===== config.mk =====
export PLATFORM = sky130hd
export DESIGN_NAME = lift_request_sched
export DESIGN_NICKNAME = d
export VERILOG_FILES = /design/src/rtl/lift_pkg.sv /design/src/rtl/lift_scan_pick.sv /design/src/rtl/lift_request_sched.sv
export SDC_FILE = /design/constraint.sdc
export NUM_CORES = 1
export LEC_CHECK = 0
export CORE_ASPECT_RATIO = 0.7
export CORE_MARGIN = 2
export CORE_UTILIZATION = 45
export DETAILED_ROUTE_END_ITERATION = 12
export MAX_ROUTING_LAYER = met4
export PLACE_DENSITY = 0.8
export SETUP_SLACK_MARGIN = 0.5
export SLEW_MARGIN = 10
export SYNTH_ARGS = -nofsm -noshare
export SYNTH_HDL_FRONTEND = slang
export SYNTH_SLANG_ARGS = --single-unit

===== constraint.sdc =====
create_clock -name clk -period 1.9 [get_ports clk]
set_input_delay 0.57 -clock clk [delete_from_list [all_inputs] [get_ports clk]]
set_output_delay 0.57 -clock clk [all_outputs]
set_load 0.005 [all_outputs]

===== src/rtl/lift_pkg.sv =====
// Shared lift types: floor codes, scheduler states and the floor encode/decode helpers
// used by both the lift FSM and its request scheduler.
package lift_pkg;

  typedef logic [1:0] floor_t;

  localparam floor_t FLOOR_GND = 2'd0;
  localparam floor_t FLOOR_FST = 2'd1;
  localparam floor_t FLOOR_SND = 2'd2;
  localparam floor_t FLOOR_TRD = 2'd3;

  typedef enum logic [1:0] {
    IDLE = 2'd0,
    MOVE = 2'd1,
    DOOR = 2'd2
  } state_t;

  function automatic floor_t onehot2floor(input logic [3:0] oh);
    floor_t f;
    f = FLOOR_GND;
    for (int i = 0; i < 4; i++) begin
      if (oh[i]) f = floor_t'(i);
    end
    return f;
  endfunction

  function automatic logic [3:0] floor2onehot(input floor_t f);
    return 4'b0001 << f;
  endfunction

  function automatic logic is_onehot4(input logic [3:0] v);
    return ($countones(v) == 1);
  endfunction

endpackage


===== src/rtl/lift_scan_pick.sv =====
// SCAN next-floor selection: keep travelling in the current direction while calls remain
// ahead, otherwise reverse; flags a call for the floor the lift is already on.
module lift_scan_pick
  import lift_pkg::*;
(
  input  logic [3:0] i_pending,
  input  floor_t     i_cur,
  input  logic       i_dir_up,
  output floor_t     o_next_floor,
  output logic       o_next_dir_up,
  output logic       o_found,
  output logic       o_serve_here
);

  logic   w_any_above;
  logic   w_any_below;
  floor_t w_lo_above;
  floor_t w_hi_below;

  always_comb begin
    w_any_above = 1'b0;
    w_any_below = 1'b0;
    w_lo_above  = FLOOR_GND;
    w_hi_below  = FLOOR_GND;
    // Descending scan leaves the lowest pending floor above cur.
    for (int i = 3; i >= 0; i--) begin
      if (i_pending[i] && (floor_t'(i) > i_cur)) begin
        w_any_above = 1'b1;
        w_lo_above  = floor_t'(i);
      end
    end
    for (int i = 0; i < 4; i++) begin
      if (i_pending[i] && (floor_t'(i) < i_cur)) begin
        w_any_below = 1'b1;
        w_hi_below  = floor_t'(i);
      end
    end
  end

  always_comb begin
    o_serve_here  = i_pending[i_cur];
    o_found       = w_any_above | w_any_below;
    o_next_floor  = FLOOR_GND;
    o_next_dir_up = i_dir_up;
    if (i_dir_up) begin
      if (w_any_above) begin
        o_next_floor  = w_lo_above;
        o_next_dir_up = 1'b1;
      end else if (w_any_below) begin
        o_next_floor  = w_hi_below;
        o_next_dir_up = 1'b0;
      end
    end else begin
      if (w_any_below) begin
        o_next_floor  = w_hi_below;
        o_next_dir_up = 1'b0;
      end else if (w_any_above) begin
        o_next_floor  = w_lo_above;
        o_next_dir_up = 1'b1;
      end
    end
  end

endmodule


===== src/rtl/lift_request_sched.sv =====
// Lift request scheduler: latches floor calls, issues SCAN-ordered target floors to the
// lift, times the door dwell at each stop and raises a sticky fault on bad floor feedback.
module lift_request_sched
  import lift_pkg::*;
#(
  parameter int unsigned DWELL_CYCLES = 8,
  parameter int unsigned MOVE_TIMEOUT = 16
) (
  input  logic       clk,
  input  logic       rst,
  input  logic [3:0] call_req,
  input  logic [3:0] floor_onehot,
  output logic [1:0] target,
  output logic [3:0] pending,
  output logic       door_open,
  output logic       dir_up,
  output logic       busy,
  output logic       fault
);

  localparam int unsigned CntMax = (DWELL_CYCLES > MOVE_TIMEOUT) ? DWELL_CYCLES : MOVE_TIMEOUT;
  localparam int unsigned CntW   = $clog2(CntMax + 1);
  localparam logic [CntW-1:0] DwellLast = CntW'(DWELL_CYCLES - 1);
  localparam logic [CntW-1:0] MoveLast  = CntW'(MOVE_TIMEOUT - 1);

  state_t          r_state;
  floor_t          r_target;
  logic [3:0]      r_pending;
  logic            r_door_open;
  logic            r_dir_up;
  logic            r_fault;
  logic [CntW-1:0] r_cnt;

  floor_t     w_cur;
  logic       w_invalid;
  logic       w_arrive;
  logic [3:0] w_clr;
  floor_t     w_next_floor;
  logic       w_next_dir_up;
  logic       w_found;
  logic       w_serve_here;

  assign w_cur     = onehot2floor(floor_onehot);
  assign w_invalid = ~is_onehot4(floor_onehot);
  assign w_arrive  = (floor_onehot == floor2onehot(r_target));

  lift_scan_pick u_pick (
    .i_pending     (r_pending),
    .i_cur         (w_cur),
    .i_dir_up      (r_dir_up),
    .o_next_floor  (w_next_floor),
    .o_next_dir_up (w_next_dir_up),
    .o_found       (w_found),
    .o_serve_here  (w_serve_here)
  );

  // The served floor's bit is masked both on DOOR entry and throughout the dwell.
  always_comb begin
    w_clr = 4'b0000;
    if (!w_invalid) begin
      case (r_state)
        IDLE:    if (!r_fault && w_serve_here) w_clr = floor2onehot(w_cur);
        MOVE:    if (w_arrive) w_clr = floor2onehot(r_target);
        DOOR:    w_clr = floor2onehot(w_cur);
        default: w_clr = 4'b0000;
      endcase
    end
  end

  always_ff @(posedge clk or posedge rst) begin
    if (rst) begin
      r_state     <= IDLE;
      r_target    <= FLOOR_GND;
      r_pending   <= 4'b0000;
      r_door_open <= 1'b0;
      r_dir_up    <= 1'b1;
      r_fault     <= 1'b0;
      r_cnt       <= '0;
    end else begin
      r_pending <= (r_pending | call_req) & ~w_clr;
      if (w_invalid) begin
        r_fault     <= 1'b1;
        r_state     <= IDLE;
        r_door_open <= 1'b0;
        r_cnt       <= '0;
      end else begin
        case (r_state)
          IDLE: begin
            if (!r_fault) begin
              if (w_serve_here) begin
                r_state     <= DOOR;
                r_door_open <= 1'b1;
                r_cnt       <= '0;
              end else if (w_found) begin
                r_state  <= MOVE;
                r_target <= w_next_floor;
                r_dir_up <= w_next_dir_up;
                r_cnt    <= '0;
              end
            end
          end
          MOVE: begin
            if (w_arrive) begin
              r_state     <= DOOR;
              r_door_open <= 1'b1;
              r_cnt       <= '0;
            end else if (r_cnt == MoveLast) begin
              r_fault <= 1'b1;
              r_state <= IDLE;
              r_cnt   <= '0;
            end else begin
              r_cnt <= r_cnt + 1'b1;
            end
          end
          DOOR: begin
            if (call_req[w_cur]) begin
              r_cnt <= '0;
            end else if (r_cnt == DwellLast) begin
              r_state     <= IDLE;
              r_door_open <= 1'b0;
              r_cnt       <= '0;
            end else begin
              r_cnt <= r_cnt + 1'b1;
            end
          end
          default: begin
            r_state     <= IDLE;
            r_door_open <= 1'b0;
            r_cnt       <= '0;
          end
        endcase
      end
    end
  end

  assign target    = r_target;
  assign pending   = r_pending;
  assign door_open = r_door_open;
  assign dir_up    = r_dir_up;
  assign busy      = (r_state != IDLE);
  assign fault     = r_fault;

endmodule


==> summary.md <==
For this configuration, the core starts out at a cell density of 48.16%. The worst setup path is launched from an input pin. After detailed routing, the total wire length is 5758 um.

The longest clock path from root to sink contains 2 buffers. The min-delay analysis places its worst path in the category register to register. The sequential cell area was 407.9 um^2.

TritonCTS built the clock tree. Setup violations remaining at the end of the flow were counted as 16. The tools report the max-slew headroom at the worst pin as 69.49%. The run gives 2990 ps as the arrival time at the worst endpoint. In this design, the largest share of critical-path delay is due to adder cells.

The share of the synthesized netlist area taken by xor and xnor gates was 0%; the synthesized instance count was 156. The run gives 1379 um^2 as the post-synthesis instance area. By area, the combinational part of the netlist is dominated by compound AO/OA/AOI/OAI gates. 0 antenna diodes ended up in the layout.

After synthesis, the share of flip-flops with an asynchronous set or reset is 100.0%. Sorting the synthesized cells by how often they occur yields sky130_fd_sc_hd__inv_1 (17), sky130_fd_sc_hd__nor2_1 (16), sky130_fd_sc_hd__dfrtp_1 (15), sky130_fd_sc_hd__nand2_1 (14), sky130_fd_sc_hd__ha_1 (9). Global routing finished with a remaining overflow of 0.

The die covers 3530 um^2. The worst-margin pin slew was 456.1 ps; the highest clock rate was 354.2 MHz. The share of the Yosys chip area taken by registers is 29.13%. The multi-input combinational cells in the finished layout cover a total of 1116 um^2.

The checks that failed: negative setup slack. The kind of capture point of the worst setup path is a register. The run gives 57 as the count of different cell masters after synthesis. The logs give 0 for the count of nets left with antenna violations after detail routing and 0 for the post-detailed-route DRC marker count.

The layout has 146 filler cells. The via count normalized by instance count came out at 6.347. Clock-pin slew was measured on the worst setup and hold paths at 80 ps.

For this run, the leading register cell type out of synthesis is sky130_fd_sc_hd__dfrtp_1. The worst setup path is of the input pin to register kind. From synthesis to final layout, the design area changed by 70.96%. For this run, the detailed router's first-pass iteration total came to 5.

Setup repair after global routing could not meet its margin everywhere. Number of hold violations in the final report: 0. The most common cell in the synthesized netlist is sky130_fd_sc_hd__inv_1. After Yosys synthesis, and, or, nand and nor cells account for 24.86% of the synthesized area. The number of nets handed over by synthesis was 176. The initial antenna violation count is 0, and the level count of the clock H-tree is 1. The synthesized design spends more area on one cell type than any other, namely sky130_fd_sc_hd__dfrtp_1.

Across every metal layer, demand over resource in global routing totals 30.99%. The row count is 16. Counting flops with a built-in enable in the synthesized netlist gives 0. The tools report the weighted congestion reported at the end of routability-driven placement as 0.9445.

The floorplan step defined a core boundary enclosing 2863 um^2. The critical path buffer and inverter count is 5, and the aggregate negative setup slack is -11,480 ps. The logs give 545.1 ps for the worst hold margin and 256 for the number of nets at the end of the flow.

Yosys attributes the largest share of cell area to sky130_fd_sc_hd__dfrtp_1 (27%), sky130_fd_sc_hd__ha_1 (8.2%), sky130_fd_sc_hd__inv_1 (4.6%), sky130_fd_sc_hd__nor2_1 (4.4%), sky130_fd_sc_hd__nand2_1 (3.8%). The pin count of the biggest net entering global routing came out at 17. Walking the worst path, the cells encountered are buf_8 > inv_4 > fa_1 > inv_2 > ha_4 > ha_4 > nor3b_4 > buf_6 > nand3_1 > buf_4 > nor2_2 > nor2_1 > o311ai_1.

The count of state elements after synthesis is 16, and the fraction of post-synthesis cell area in the top cell type by area is 27.22%. In this run, the number of DRC markers left after iteration 0 of detailed routing was 115. For this design, the slowest cell found on the critical path is sky130_fd_sc_hd__fa_1. 20 I/O pins were placed. The reported leakage power came out at 1.047 nW. Worst ir drop on vdd: 0.3167 mV.

The share of synthesized cell area in full adder, half adder and majority cells is 9.619%, and the critical-path maximum fanout is 3. Cells with a size suffix above 1 make up 54.89% of the layout. CTS placed an instance of sky130_fd_sc_hd__clkbuf_8 at the clock tree root. The logs give -922.9 ps for the setup slack of the critical path after layout and 16 for the clock sink count. The count of pins over their slew limit was 0.

The worst path uses 148.6% of the clock period. The tools report the number of max-cap violations as 0. The HPWL after detailed placement is 3466 um.

Die boundary width: 70.16 um. After layout, the minimum clock period comes to 2823 ps. Summing over every cut layer, the via total after detailed routing is 1,720. The largest stage delay on the critical path is 540 ps. The number of buffer cells added on primary ports is 19, and the chip height is 50.31 um. The run gives 10.02 ps as the maximum clock skew at final layout.

The later pin in the worst-skew pair is clocked with a latency of 260 ps. For the worst setup path, the data required time is 2060 ps. The tools report the number of buffers inserted during clock tree synthesis as 3. The fraction of the mapped netlist area in compound gates is 24.95%, and the mean routed wirelength per cell is 21.25 um.

The run finished, with violations left. The cell that appears most often on the critical path is sky130_fd_sc_hd__ha_4. Averaged over all synthesized cells, the footprint is 8.839 um^2. During synthesis, Yosys emitted a total of 0 warnings.

The logs give 1,621 for the number of global-route vias before repair and 8107 um for the global-route wire length before repair. The multiplexer share of the synthesized area is 4.719%, and the power per cell area is 620.4 nW/um^2.
[worst min-delay path: cells and delay by family, from the launching register on]
kind,cells,cell delay (ps)
and+or+nand+nor,1,70
DFF,1,400
AOI/OAI and AO/OA,1,40
[cells by family after synthesis]
group	after synthesis
buf+inv	21
fa+ha+maj	10
compound gates	42
simple gates	61
flops	16
mux	6
[registers in the layout (all words and copies together), names as in the netlist]
| name | count |
|---|---|
| r_cnt | 5 |
| pending | 4 |
| r_state | 2 |
| target | 2 |
| dir_up | 1 |
| door_open | 1 |
| fault | 1 |
[layout make-up]
| type | count | share of cell area (%) |
|---|---|---|
| Tap cell | 36 | 1.911 |
| Multi-Input combinational cell | 119 | 47.35 |
| Inverter | 17 | 2.919 |
| Clock buffer | 4 | 2.335 |
| Timing Repair Buffer | 79 | 28.18 |
| Sequential cell | 16 | 17.30 |
[report_power, final]
group | internal [mW] | switching, mW | total [mW]
Sequential | 0.361 | 0.0191 | 0.380
Combinational | 0.400 | 0.358 | 0.758
Clock | 0.185 | 0.139 | 0.324
[final timing paths]
path / cells past startpoint / slack, ps / startpoint / to
worst min-delay path: 2 / 550 / r_cnt[1]$_DFFE_PP0P_ / r_cnt[1]$_DFFE_PP0P_
worst max-delay path: 13 / -920 / floor_onehot[3] / r_cnt[2]$_DFFE_PP0P_
worst max register to register: 8 / -270 / r_cnt[0]$_DFFE_PP0P_ / r_cnt[2]$_DFFE_PP0P_
worst min register to register: 2 / 550 / r_cnt[1]$_DFFE_PP0P_ / r_cnt[1]$_DFFE_PP0P_
max in group asynchronous: 3 / 1030 / rst / dir_up$_DFFE_PP1P_
min in group asynchronous: 3 / 610 / rst / r_cnt[2]$_DFFE_PP0P_
[per-stage QoR]
stage	instances	worst slack (ps)	cell area, um^2	utilization [%]	total power [mW]
after CTS	261	-791.5	2202	76.92	1.385
after global placement	248	-1485	1918	67.00	0.8710
after detailed placement	248	-1611	1918	67.00	0.8966
after floorplan	156	-940.4	1415	-	0.6333
final	271	-922.9	2357	82.34	1.462
after global routing	271	-955.2	2357	82.34	1.510
[what timing repair did]
item / in CTS / in global routing
gates resized for setup: 74 / 37
endpoints found under the setup margin: 26 / 24
pin swaps: 10 / 10
hold buffers: 0 / 0
setup buffers: 9 / 10
[metal layers]
layer / wire [um] / share of wire (%) / global-route usage [%] / vias to the layer above
li1: - / - / - / 734
met1: 2328 / 40 / 37.96 / 820
met2: 2631 / 46 / 50.95 / 139
met3: 555 / 9.6 / 5.221 / 27
met4: 242 / 4.2 / 14.10 / 0
met5: 0 / 0 / - / -
[cell usage in the layout (no fill, tap or decap), types with 3 or more instances in the layout]
cell	count
sky130_fd_sc_hd__a21oi_1	3
sky130_fd_sc_hd__inv_1	10
sky130_fd_sc_hd__nand3_1	5
sky130_fd_sc_hd__buf_4	50
sky130_fd_sc_hd__clkdlybuf4s50_1	6
sky130_fd_sc_hd__dfrtp_1	10
sky130_fd_sc_hd__inv_2	5
sky130_fd_sc_hd__buf_6	15
sky130_fd_sc_hd__buf_2	4
sky130_fd_sc_hd__o21ai_2	3
sky130_fd_sc_hd__nor2_1	13
sky130_fd_sc_hd__nor2_2	3
sky130_fd_sc_hd__mux2_4	4
sky130_fd_sc_hd__clkbuf_8	4
sky130_fd_sc_hd__o211ai_1	5
sky130_fd_sc_hd__ha_4	3
sky130_fd_sc_hd__ha_1	6
sky130_fd_sc_hd__nand2_1	11
sky130_fd_sc_hd__dfrtp_2	5
sky130_fd_sc_hd__o21ai_0	3
Power figures use the tool's default switching activity.
